`config.mk`:
```
export PLATFORM = sky130hd
export DESIGN_NAME = writeback_arbiter
export DESIGN_NICKNAME = d
export VERILOG_FILES = /design/src/rtl/wb_pkg.sv /design/src/rtl/wb_scoreboard.sv /design/src/rtl/writeback_arbiter.sv
export SDC_FILE = /design/constraint.sdc
export NUM_CORES = 1
export LEC_CHECK = 0
export ABC_AREA = 1
export BUFFER_PORTS_ARGS = -buffer_cell sky130_fd_sc_hd__buf_2
export CAP_MARGIN = 20
export CORE_ASPECT_RATIO = 0.5
export CORE_MARGIN = 2
export CORE_UTILIZATION = 44
export CTS_CLUSTER_DIAMETER = 120
export DETAILED_ROUTE_END_ITERATION = 12
export PLACE_DENSITY = 0.78
export SYNTH_ARGS = -nofsm -noshare
export SYNTH_HDL_FRONTEND = slang
export SYNTH_SLANG_ARGS = --single-unit
```
`constraint.sdc`:
```
create_clock -name clk -period 2.82 [get_ports clk]
set_clock_uncertainty 0.05 [all_clocks]
set_input_delay 0.282 -clock clk [delete_from_list [all_inputs] [get_ports clk]]
set_output_delay 0.282 -clock clk [all_outputs]
set_load 0.02 [all_outputs]
```
`src/rtl/wb_pkg.sv`:
```
// Shared definitions for the writeback arbiter and its scoreboard:
// register-file geometry and the arbitration source selector.
package wb_pkg;

    localparam int REG_W      = 32;
    localparam int REG_ADDR_W = 4;
    localparam int NUM_REGS   = 16;

    // Which source, if any, owns the writeback port this cycle
    typedef enum logic [1:0] {
        SRC_NONE = 2'd0,
        SRC_ALU  = 2'd1,
        SRC_MEM  = 2'd2
    } src_e;

endpackage

```
`src/rtl/wb_scoreboard.sv`:
```
// Per-register pending-write scoreboard. Each architectural register
// 1..15 carries a saturating CNT_W-bit count of issued-but-uncommitted
// writes; register 0 is never tracked. Issue into a full counter is
// refused through issue_stall, and a commit against an empty counter is
// recorded in the sticky wb_err flag.
module wb_scoreboard
    import wb_pkg::*;
#(
    parameter int CNT_W = 2
) (
    input  logic                  clk,
    input  logic                  rst_n,
    input  logic                  issue_valid,
    input  logic [REG_ADDR_W-1:0] issue_rd,
    input  logic                  commit_valid,
    input  logic [REG_ADDR_W-1:0] commit_rd,
    output logic                  issue_stall,
    output logic [NUM_REGS-1:0]   busy,
    output logic                  wb_err
);

    localparam logic [CNT_W-1:0] CNT_MAX = '1;

    logic [CNT_W-1:0]    cnt_q [NUM_REGS];
    logic [CNT_W-1:0]    cnt_d [NUM_REGS];
    logic                wb_err_q;
    logic                wb_err_d;
    logic                inc_en;
    logic                dec_en;
    logic [NUM_REGS-1:0] inc_vec;
    logic [NUM_REGS-1:0] dec_vec;

    // A full counter cannot accept another outstanding write
    assign issue_stall = issue_valid && (cnt_q[issue_rd] == CNT_MAX);

    // Writes to R0 are architecturally discarded, so they never count
    assign inc_en  = issue_valid && !issue_stall && (issue_rd != '0);
    assign dec_en  = commit_valid && (commit_rd != '0);
    assign inc_vec = inc_en ? (NUM_REGS'(1) << issue_rd)  : '0;
    assign dec_vec = dec_en ? (NUM_REGS'(1) << commit_rd) : '0;

    // Next counter values; a same-register issue and commit cancel out
    always_comb begin
        cnt_d    = cnt_q;
        wb_err_d = wb_err_q;
        cnt_d[0] = '0;
        for (int r = 1; r < NUM_REGS; r++) begin
            if (inc_vec[r] && !dec_vec[r]) begin
                cnt_d[r] = cnt_q[r] + 1'b1;
            end else if (dec_vec[r] && !inc_vec[r]) begin
                if (cnt_q[r] == '0) begin
                    wb_err_d = 1'b1;
                end else begin
                    cnt_d[r] = cnt_q[r] - 1'b1;
                end
            end
        end
    end

    // Busy mirrors a non-zero pending count; R0 is hard-wired idle
    always_comb begin
        busy = '0;
        for (int r = 1; r < NUM_REGS; r++) begin
            busy[r] = (cnt_q[r] != '0);
        end
    end

    // Counter and error state
    always_ff @(posedge clk or negedge rst_n) begin
        if (!rst_n) begin
            for (int r = 0; r < NUM_REGS; r++) begin
                cnt_q[r] <= '0;
            end
            wb_err_q <= 1'b0;
        end else begin
            cnt_q    <= cnt_d;
            wb_err_q <= wb_err_d;
        end
    end

    assign wb_err = wb_err_q;

endmodule

```
`src/rtl/writeback_arbiter.sv`:
```
// Writeback arbiter: merges ALU and load results onto a single register
// file write port with one cycle of registered latency. Loads normally
// win, but an ALU result denied STARVE_LIMIT cycles in a row is forced
// through. Optional result forwarding is built when WB_FORWARD_EN is
// defined; otherwise the forwarding outputs are constant zero.
module writeback_arbiter
    import wb_pkg::*;
#(
    parameter int STARVE_LIMIT = 3,
    parameter int CNT_W        = 2
) (
    input  logic                  clk,
    input  logic                  rst_n,
    input  logic                  alu_valid,
    output logic                  alu_ready,
    input  logic [REG_ADDR_W-1:0] alu_rd,
    input  logic [REG_W-1:0]      alu_data,
    input  logic                  mem_valid,
    output logic                  mem_ready,
    input  logic [REG_ADDR_W-1:0] mem_rd,
    input  logic [REG_W-1:0]      mem_data,
    input  logic                  issue_valid,
    input  logic [REG_ADDR_W-1:0] issue_rd,
    output logic                  issue_stall,
    output logic [NUM_REGS-1:0]   busy,
    output logic [REG_ADDR_W-1:0] write_Rd,
    output logic [REG_W-1:0]      write_data,
    output logic                  wb_err,
    input  logic [REG_ADDR_W-1:0] fwd_Ra,
    input  logic [REG_ADDR_W-1:0] fwd_Rb,
    output logic                  fwd_hit_a,
    output logic                  fwd_hit_b,
    output logic [REG_W-1:0]      fwd_data_a,
    output logic [REG_W-1:0]      fwd_data_b
);

    localparam int               STV_W   = (STARVE_LIMIT < 1) ? 1 : $clog2(STARVE_LIMIT + 1);
    localparam logic [STV_W-1:0] STV_MAX = STV_W'(STARVE_LIMIT);

    src_e                  sel;
    logic [STV_W-1:0]      starve_q;
    logic [STV_W-1:0]      starve_d;
    logic [REG_ADDR_W-1:0] write_rd_q;
    logic [REG_ADDR_W-1:0] write_rd_d;
    logic [REG_W-1:0]      write_data_q;
    logic [REG_W-1:0]      write_data_d;

    // Grant at most one valid source; nothing is granted while in reset
    always_comb begin
        sel = SRC_NONE;
        if (!rst_n) begin
            sel = SRC_NONE;
        end else if (alu_valid && mem_valid) begin
            sel = (starve_q == STV_MAX) ? SRC_ALU : SRC_MEM;
        end else if (alu_valid) begin
            sel = SRC_ALU;
        end else if (mem_valid) begin
            sel = SRC_MEM;
        end
    end

    assign alu_ready = (sel == SRC_ALU);
    assign mem_ready = (sel == SRC_MEM);

    // Granted result for the output register; idle cycles write R0 with 0
    always_comb begin
        write_rd_d   = '0;
        write_data_d = '0;
        case (sel)
            SRC_ALU: begin
                write_rd_d   = alu_rd;
                write_data_d = alu_data;
            end
            SRC_MEM: begin
                write_rd_d   = mem_rd;
                write_data_d = mem_data;
            end
            default: begin
                write_rd_d   = '0;
                write_data_d = '0;
            end
        endcase
    end

    // Count consecutive denied ALU cycles, saturating at the forcing limit
    always_comb begin
        starve_d = '0;
        if (alu_valid && (sel != SRC_ALU)) begin
            starve_d = (starve_q == STV_MAX) ? starve_q : starve_q + 1'b1;
        end
    end

    // Output register and starvation state; reset drops any in-flight result
    always_ff @(posedge clk or negedge rst_n) begin
        if (!rst_n) begin
            write_rd_q   <= '0;
            write_data_q <= '0;
            starve_q     <= '0;
        end else begin
            write_rd_q   <= write_rd_d;
            write_data_q <= write_data_d;
            starve_q     <= starve_d;
        end
    end

    assign write_Rd   = write_rd_q;
    assign write_data = write_data_q;

    // Pending counts retire at grant time, not when the write lands
    wb_scoreboard #(
        .CNT_W (CNT_W)
    ) u_scoreboard (
        .clk          (clk),
        .rst_n        (rst_n),
        .issue_valid  (issue_valid),
        .issue_rd     (issue_rd),
        .commit_valid (sel != SRC_NONE),
        .commit_rd    (write_rd_d),
        .issue_stall  (issue_stall),
        .busy         (busy),
        .wb_err       (wb_err)
    );

`ifdef WB_FORWARD_EN
    // Forward the result currently on the write port; R0 never forwards
    assign fwd_hit_a  = (fwd_Ra == write_rd_q) && (write_rd_q != '0);
    assign fwd_hit_b  = (fwd_Rb == write_rd_q) && (write_rd_q != '0);
    assign fwd_data_a = fwd_hit_a ? write_data_q : '0;
    assign fwd_data_b = fwd_hit_b ? write_data_q : '0;
`else
    logic unused_fwd;
    assign unused_fwd = ^{fwd_Ra, fwd_Rb};
    assign fwd_hit_a  = 1'b0;
    assign fwd_hit_b  = 1'b0;
    assign fwd_data_a = '0;
    assign fwd_data_b = '0;
`endif

endmodule
```
==> impl_metrics.json, run 1 <==
{
  "detail_route.wirelength_mm": 14.56,
  "numCtsBuffers": 9,
  "areaGrowthSynthToFinish_pct": 31.27,
  "violations": "setup timing",
  "hpwl_mm": 10.17,
  "irDropWorstVdd_mv": 0.3111,
  "dpl-instance-area_um2": 5912,
  "ff2ff_setup_slack_ps": -70,
  "synth.largest_area_cell": "dfrtp_1",
  "cts.reportedPaths.clkPinSlew_ps": 60,
  "initial_utilization_pct": 45.51,
  "min_period_over_period_pct": 102.6,
  "cts_root_buf": "clkbuf_16",
  "firstDrtPassIters": 5,
  "clock_tree_from_tritoncts": "built",
  "detail_route.drc_violations": 0,
  "ff2ff_path_depth": 17,
  "core_region_area_um2": 11080,
  "fp.dieArea_um2": 12380,
  "drt-wirelength-per-cell_um": 14.18,
  "seq_area_frac_synth_pct": 34.24,
  "synthDistinctLibCells": 36,
  "timing.max_slew.rel_slack_pct": 39.45,
  "synthesis.area_um2": 5042,
  "critPathLaunchType": "register",
  "grt_setup_unrepaired": "true",
  "slew_viol_final": 0,
  "netlist_top_cells_area": "dfrtp_1 34%, nand2_1 12%, buf_4 10%",
  "yosys_warnings": 0,
  "layout.nets": 999,
  "total_leakage_power_nw": 3.394,
  "max_freq_mhz": 345.7,
  "netlist_instances": 699,
  "final_cell_area_um2": 6619,
  "multi_input_comb_area_um2": 2934,
  "synth_area_per_cell_um2": 7.214,
  "tightest_pin_transition_ps": 908.3,
  "result_of_the_run": "complete, but fails checks",
  "crit_start": "starve_q[1]",
  "grt_use_total_pct": 21.77,
  "buffer_ports.inserted": 135,
  "worstHoldPathCells": 3,
  "layout.cells.most_common_list": "151 x nand2_1, 135 x buf_2, 89 x inv_1",
  "worstReg2RegStart": "starve_q[1]",
  "drtIter0Drc": 509,
  "worst_ep_arrival_ps": 3110,
  "die_width_um": 155.4,
  "end_kind": "register",
  "clock-sinks": 69,
  "rows": 27,
  "worst_hold_path_type": "in2reg",
  "netlist.area_leader.share_pct": 34.24,
  "min-delay-start": "mem_data[21]",
  "ys_ff_latch": 69,
  "period_minus_slack_ps": 2893,
  "drt-vias-per-instance": 4.901,
  "critPathKind": "reg2reg",
  "setup-tns-final_ps": -84.78,
  "drive_gt1_share_pct": 33.26,
  "area.sequential_um2": 1727,
  "grt_pass1_vias": 4662,
  "largest_net_degree_at_the_start_of_global_routing": 70,
  "timing.final.setup_violations": 2,
  "place.gp.congestion": 0.9180,
  "final_antenna_net_count": 0,
  "timing.critical_path.required_ps": 3040,
  "worst_skew_pair.late_latency_ps": 340,
  "filler_cell_count": 909,
  "global_route_wire_length_before_repair_mm": 21.49,
  "num_io_pins": 211,
  "r2r-end": "u_scoreboard.cnt_q[15]",
  "timing.hold.worst_endpoint": "write_data[21]",
  "critical_path_peak_fanout": 8,
  "die-height_um": 79.70,
  "pre_cts_slack_ps": -158.2,
  "setup_slack_ps": -72.75,
  "layout.cells.most_common": "nand2_1",
  "gr-total-overflow": 0,
  "max_cap_viol_count": 0,
  "power_density_nw_per_um2": 457.0,
  "clk_path_buf_depth": 2,
  "antenna_violations_before_repair": 1,
  "hold_violations": 0,
  "vias": 5033,
  "cts_hold_buf": 0,
  "htree_levels": 3
}
[cells by family (layout without fill, tap and decap cells)]
group | after synthesis | after routing | synth area share [%]
compound gates | 72 | 72 | 8.859
simple gates | 323 | 323 | 26.92
xor+xnor | 10 | 10 | 1.737
buf+inv | 190 | 306 | 19.73
flops | 69 | 69 | 34.24
fa+ha+maj | 34 | 34 | 8.437
other cells | 1 | 68 | 0.07437
[worst max path at each step]
stage | end | slack, ps | cells after the start
after floorplan | u_scoreboard.cnt_q[27] | 3 | 19
after global placement | u_scoreboard.cnt_q[29] | -20 | 18
after detailed placement | u_scoreboard.cnt_q[29] | -160 | 18
after global routing | u_scoreboard.cnt_q[15] | -200 | 17
final | u_scoreboard.cnt_q[15] | -70 | 17
after CTS | u_scoreboard.cnt_q[1] | -6 | 16
[registers in the layout, summed over array words and instances (netlist names)]
name / count
starve_q: 2
u_scoreboard.wb_err: 1
write_data: 32
u_scoreboard.cnt_q: 30
write_Rd: 4
[what timing repair did]
action,4_1_cts,5_1_grt
endpoints found under the setup margin,23,31
pin swaps,6,23
setup buffers,3,4
gates resized for setup,26,74
[stage by stage]
stage               utilization [%]  hold WS (ps)  std cells  total power [mW]
global placement              53.35         454.5       1003             1.860
detailed placement            53.35         466.6       1003             1.881
floorplan                         -        -63.59        765             1.697
global route                  59.71         122.1       1026             3.161
finish                        59.73         125.0       1027             3.025
CTS                           56.89         116.1       1022             2.985
[critical path, cell delays in order, from the launching register on]
cell and delay, ps:
dfrtp_1 410, ha_4 190, nand2_1 110, nand3_4 100, inv_2 80, ha_4 160
a22o_1 170, inv_1 70, nor2_4 110, inv_1 60, nor2_2 120, inv_4 100
buf_4 160, nor2_4 110, ha_1 250, nor3_1 310, o22ai_1 130, a21oi_1 130
[cell type report]
class	count	share of cell area, %
multi-input combinational	506	44.33
sequential	69	26.09
timing repair buffer	189	16.69
inverter	101	5.803
clock buffer	10	3.611
tap	145	2.741
clock inverter	6	0.6994
antenna	1	0.03781
[cells in the mapped netlist]
library cell  number
clkbuf_1          10
nand2_4            1
ha_1              34
buf_2              9
o32ai_1            1
buf_6              2
nand3b_1           1
nand3_1           36
nor2_1            79
xnor2_1            7
a32oi_1            1
dfrtp_1           69
a21oi_1           39
conb_1             1
inv_1             99
nor2_2            11
nand4_1            4
nand2_1          163
clkinv_1           1
buf_4             68
a31o_2             1
nor3b_1            6
o31a_1             6
xor2_1             3
a31oi_4            1
o21a_1             1
o21bai_1           3
nand2_2            1
o211ai_1           1
a22oi_1            4
a22o_1             2
a31oi_1            1
inv_2              1
o21ai_0            7
o22ai_1            4
nor3_1            21
[routing by layer]
layer / GRT usage [%] / vias up / share of wire (%)
met1: 25.77 / 2343 / 39
met4: 7.982 / 0 / 2.3
li1: - / 2404 / -
met2: 39.69 / 253 / 51
met5: 0 / - / 0
met3: 4.289 / 33 / 7.1
[where the power goes]
part	leakage, nW	switching (mW)	internal, mW	total [mW]
logic	2.33	0.516	0.267	0.783
registers	0.932	0.0767	1.08	1.15
clock network	0.135	0.462	0.625	1.09
No activity file was read; power rests on OpenSTA's default activity.
==> inputs of run 2 (changes only) <==
CAP_MARGIN = 15   (was 20)
CTS_CLUSTER_DIAMETER = 100   (was 120)
clock period = 2.4 ns   (was 2.82 ns; I/O delays follow)
==> impl_metrics.json, run 2 (synthesis results as in run 1) <==
{
  "result_of_the_run": "complete, but fails checks",
  "violations": "setup timing",
  "die_width_um": 155.4,
  "share_clk_of_total_power_pct": 34.9,
  "clock_tree_from_tritoncts": "built",
  "slew_viol_final": 0,
  "power_density_nw_per_um2": 510.4,
  "timing.critical_path.slowest_stage_cell": "dfrtp_1",
  "num_io_pins": 211,
  "rows": 27,
  "worst_hold_path_type": "in2reg",
  "p_sw_mw": 1.433,
  "global_route_wire_length_before_repair_mm": 25.83,
  "grt_setup_unrepaired": "true",
  "p_total_mw": 3.933,
  "filler_cell_count": 687,
  "largest_net_degree_at_the_start_of_global_routing": 66,
  "drtIter0Drc": 953,
  "core_region_area_um2": 11080,
  "area.sequential_um2": 1727,
  "finish.utilization_pct": 69.56,
  "max_freq_mhz": 330.8,
  "worst_ep_arrival_ps": 3200,
  "fp.dieArea_um2": 12380,
  "numCtsBuffers": 9,
  "final_antenna_net_count": 0,
  "min_period_over_period_pct": 126.0,
  "worstHoldPathCells": 3,
  "drive_gt1_share_pct": 46.03,
  "clk_path_buf_depth": 2,
  "final_cell_area_um2": 7707,
  "tightest_pin_transition_ps": 887.1,
  "clock-sinks": 69,
  "timing.critical_path.required_ps": 2580,
  "irDropWorstVdd_mv": 0.4412,
  "worstReg2RegStart": "starve_q[1]",
  "layout.cells.most_common": "buf_2",
  "power_frac_seq_pct": 35.4,
  "antenna_violations_before_repair": 0,
  "total_leakage_power_nw": 3.779,
  "critPathLaunchType": "register",
  "dpl-instance-area_um2": 6135,
  "diodes": 0,
  "cts.reportedPaths.clkPinSlew_ps": 60,
  "critical_path.max_stage_delay_ps": 410,
  "buffer_ports.inserted": 135,
  "max_cap_viol_count": 0,
  "layout.nets": 1037,
  "netSwitchingFraction_pct": 36.44,
  "hpwl_mm": 10.63,
  "drt-wirelength-per-cell_um": 19.92,
  "hold_violations": 0,
  "die-height_um": 79.70,
  "grt_use_total_pct": 26.53,
  "cellInternalPower_mw": 2.500,
  "place.gp.congestion": 0.9327,
  "layout.cells.most_common_list": "135 x buf_2, 134 x nand2_1, 70 x inv_1, 70 x buf_4, 69 x dfrtp_1",
  "period_minus_slack_ps": 3023,
  "worst_skew_pair.late_latency_ps": 350,
  "drt-vias-per-instance": 5.663,
  "timing.final.setup_violations": 32,
  "critPathKind": "reg2reg",
  "initial_utilization_pct": 45.51,
  "combinational_fraction_of_design_power_pct": 29.8,
  "htree_levels": 3,
  "worstPathCellList": "ha_4 -> nor2_4 -> nor3_4 -> inv_2 -> ha_4 -> buf_4 -> a22o_4 -> nand2_8 -> inv_4 -> nand2_4 -> inv_2 -> nand2_2 -> ha_2 -> inv_1 -> a31oi_1 -> nand3_1 -> nor2_1 -> nand2_1",
  "multi_input_comb_area_um2": 3631,
  "areaGrowthSynthToFinish_pct": 52.85,
  "grt_pass1_vias": 5315,
  "firstDrtPassIters": 9,
  "setup_slack_ps": -623.3,
  "cts_root_buf": "clkbuf_16",
  "ff2ff_path_depth": 18,
  "min-delay-start": "mem_data[22]",
  "end_kind": "register",
  "worst_hold_check_slack_ps": 80.40,
  "detail_route.wirelength_mm": 21.19,
  "crit_start": "starve_q[1]",
  "setup-tns-final_ps": -13550,
  "vias": 6025,
  "timing.max_slew.rel_slack_pct": 40.86,
  "detail_route.drc_violations": 0,
  "critical_path_peak_fanout": 5,
  "largest_reg_flops": 32,
  "gr-total-overflow": 0
}
==> run 2: cell count changes in the layout (fill, tap and decap cells not counted), moves of 19 or more <==
cell    before  now
inv_1       89   70
ha_1        28    1
ha_4         6   28
buf_4       50   70
nor2_4      12   40
==> run 2: power by group through the flow <==
stage | registers, mW | clock network, mW | logic [mW]
global placement | 1.37 | 0 | 0.860
CTS | 1.36 | 1.37 | 0.965
detailed placement | 1.38 | 0 | 0.881
floorplan | 1.39 | 0 | 0.612
finish | 1.39 | 1.37 | 1.17
global route | 1.40 | 1.43 | 1.23
==> run 2: layout make-up <==
type / count / area share [%]
multi-input combinational: 506 / 47.11
inverter: 101 / 5.308
clock inverter: 5 / 0.7792
sequential: 69 / 22.40
clock buffer: 11 / 3.149
tap: 145 / 2.354
timing repair buffer: 227 / 18.90
==> run 2: path summary, 6_finish.rpt <==
| check | end | slack [ps] |
|---|---|---|
| setup reg to reg | u_scoreboard.wb_err | -620 |
| min in group asynchronous | u_scoreboard.cnt_q[11] | 110 |
| max in group asynchronous | u_scoreboard.cnt_q[9] | 1600 |
| setup / recovery | u_scoreboard.wb_err | -620 |
| hold / removal | write_data[22] | 80 |
| hold reg to reg | u_scoreboard.cnt_q[22] | 480 |
==> run 2: metal layers <==
metal	up-vias	part of all wire (%)	GRT usage (%)
met1	2749	34	30.23
li1	2488	-	-
met5	-	0	0
met4	0	8.6	13.76
met2	573	45	48.01
met3	215	12	5.157
==> run 2: critical path, delay by kind of cell (launching register included) <==
kind / cells / cell delay (ps)
AO/OA/AOI/OAI: 2 / 500
adder cells (fa/ha/maj): 3 / 580
buffers and inverters: 5 / 420
flip-flops: 1 / 410
AND/OR/NAND/NOR: 8 / 930
==> run 2: through the flow <==
| stage | setup WS [ps] | std cells |
|---|---|---|
| floorplan | -269.2 | 765 |
| global placement | -272.0 | 1024 |
| detailed placement | -406.2 | 1024 |
| CTS | -337.3 | 1050 |
| global route | -619.3 | 1064 |
| finish | -623.3 | 1064 |
==> run 2: repair_timing <==
item | in CTS | in global routing
buffers inserted | 10 | 14
setup endpoints to repair | 31 | 31
gates resized for setup | 143 | 109
endpoints found under the hold margin | 4 | 0
pin swaps | 63 | 64
hold buffers | 1 | 0
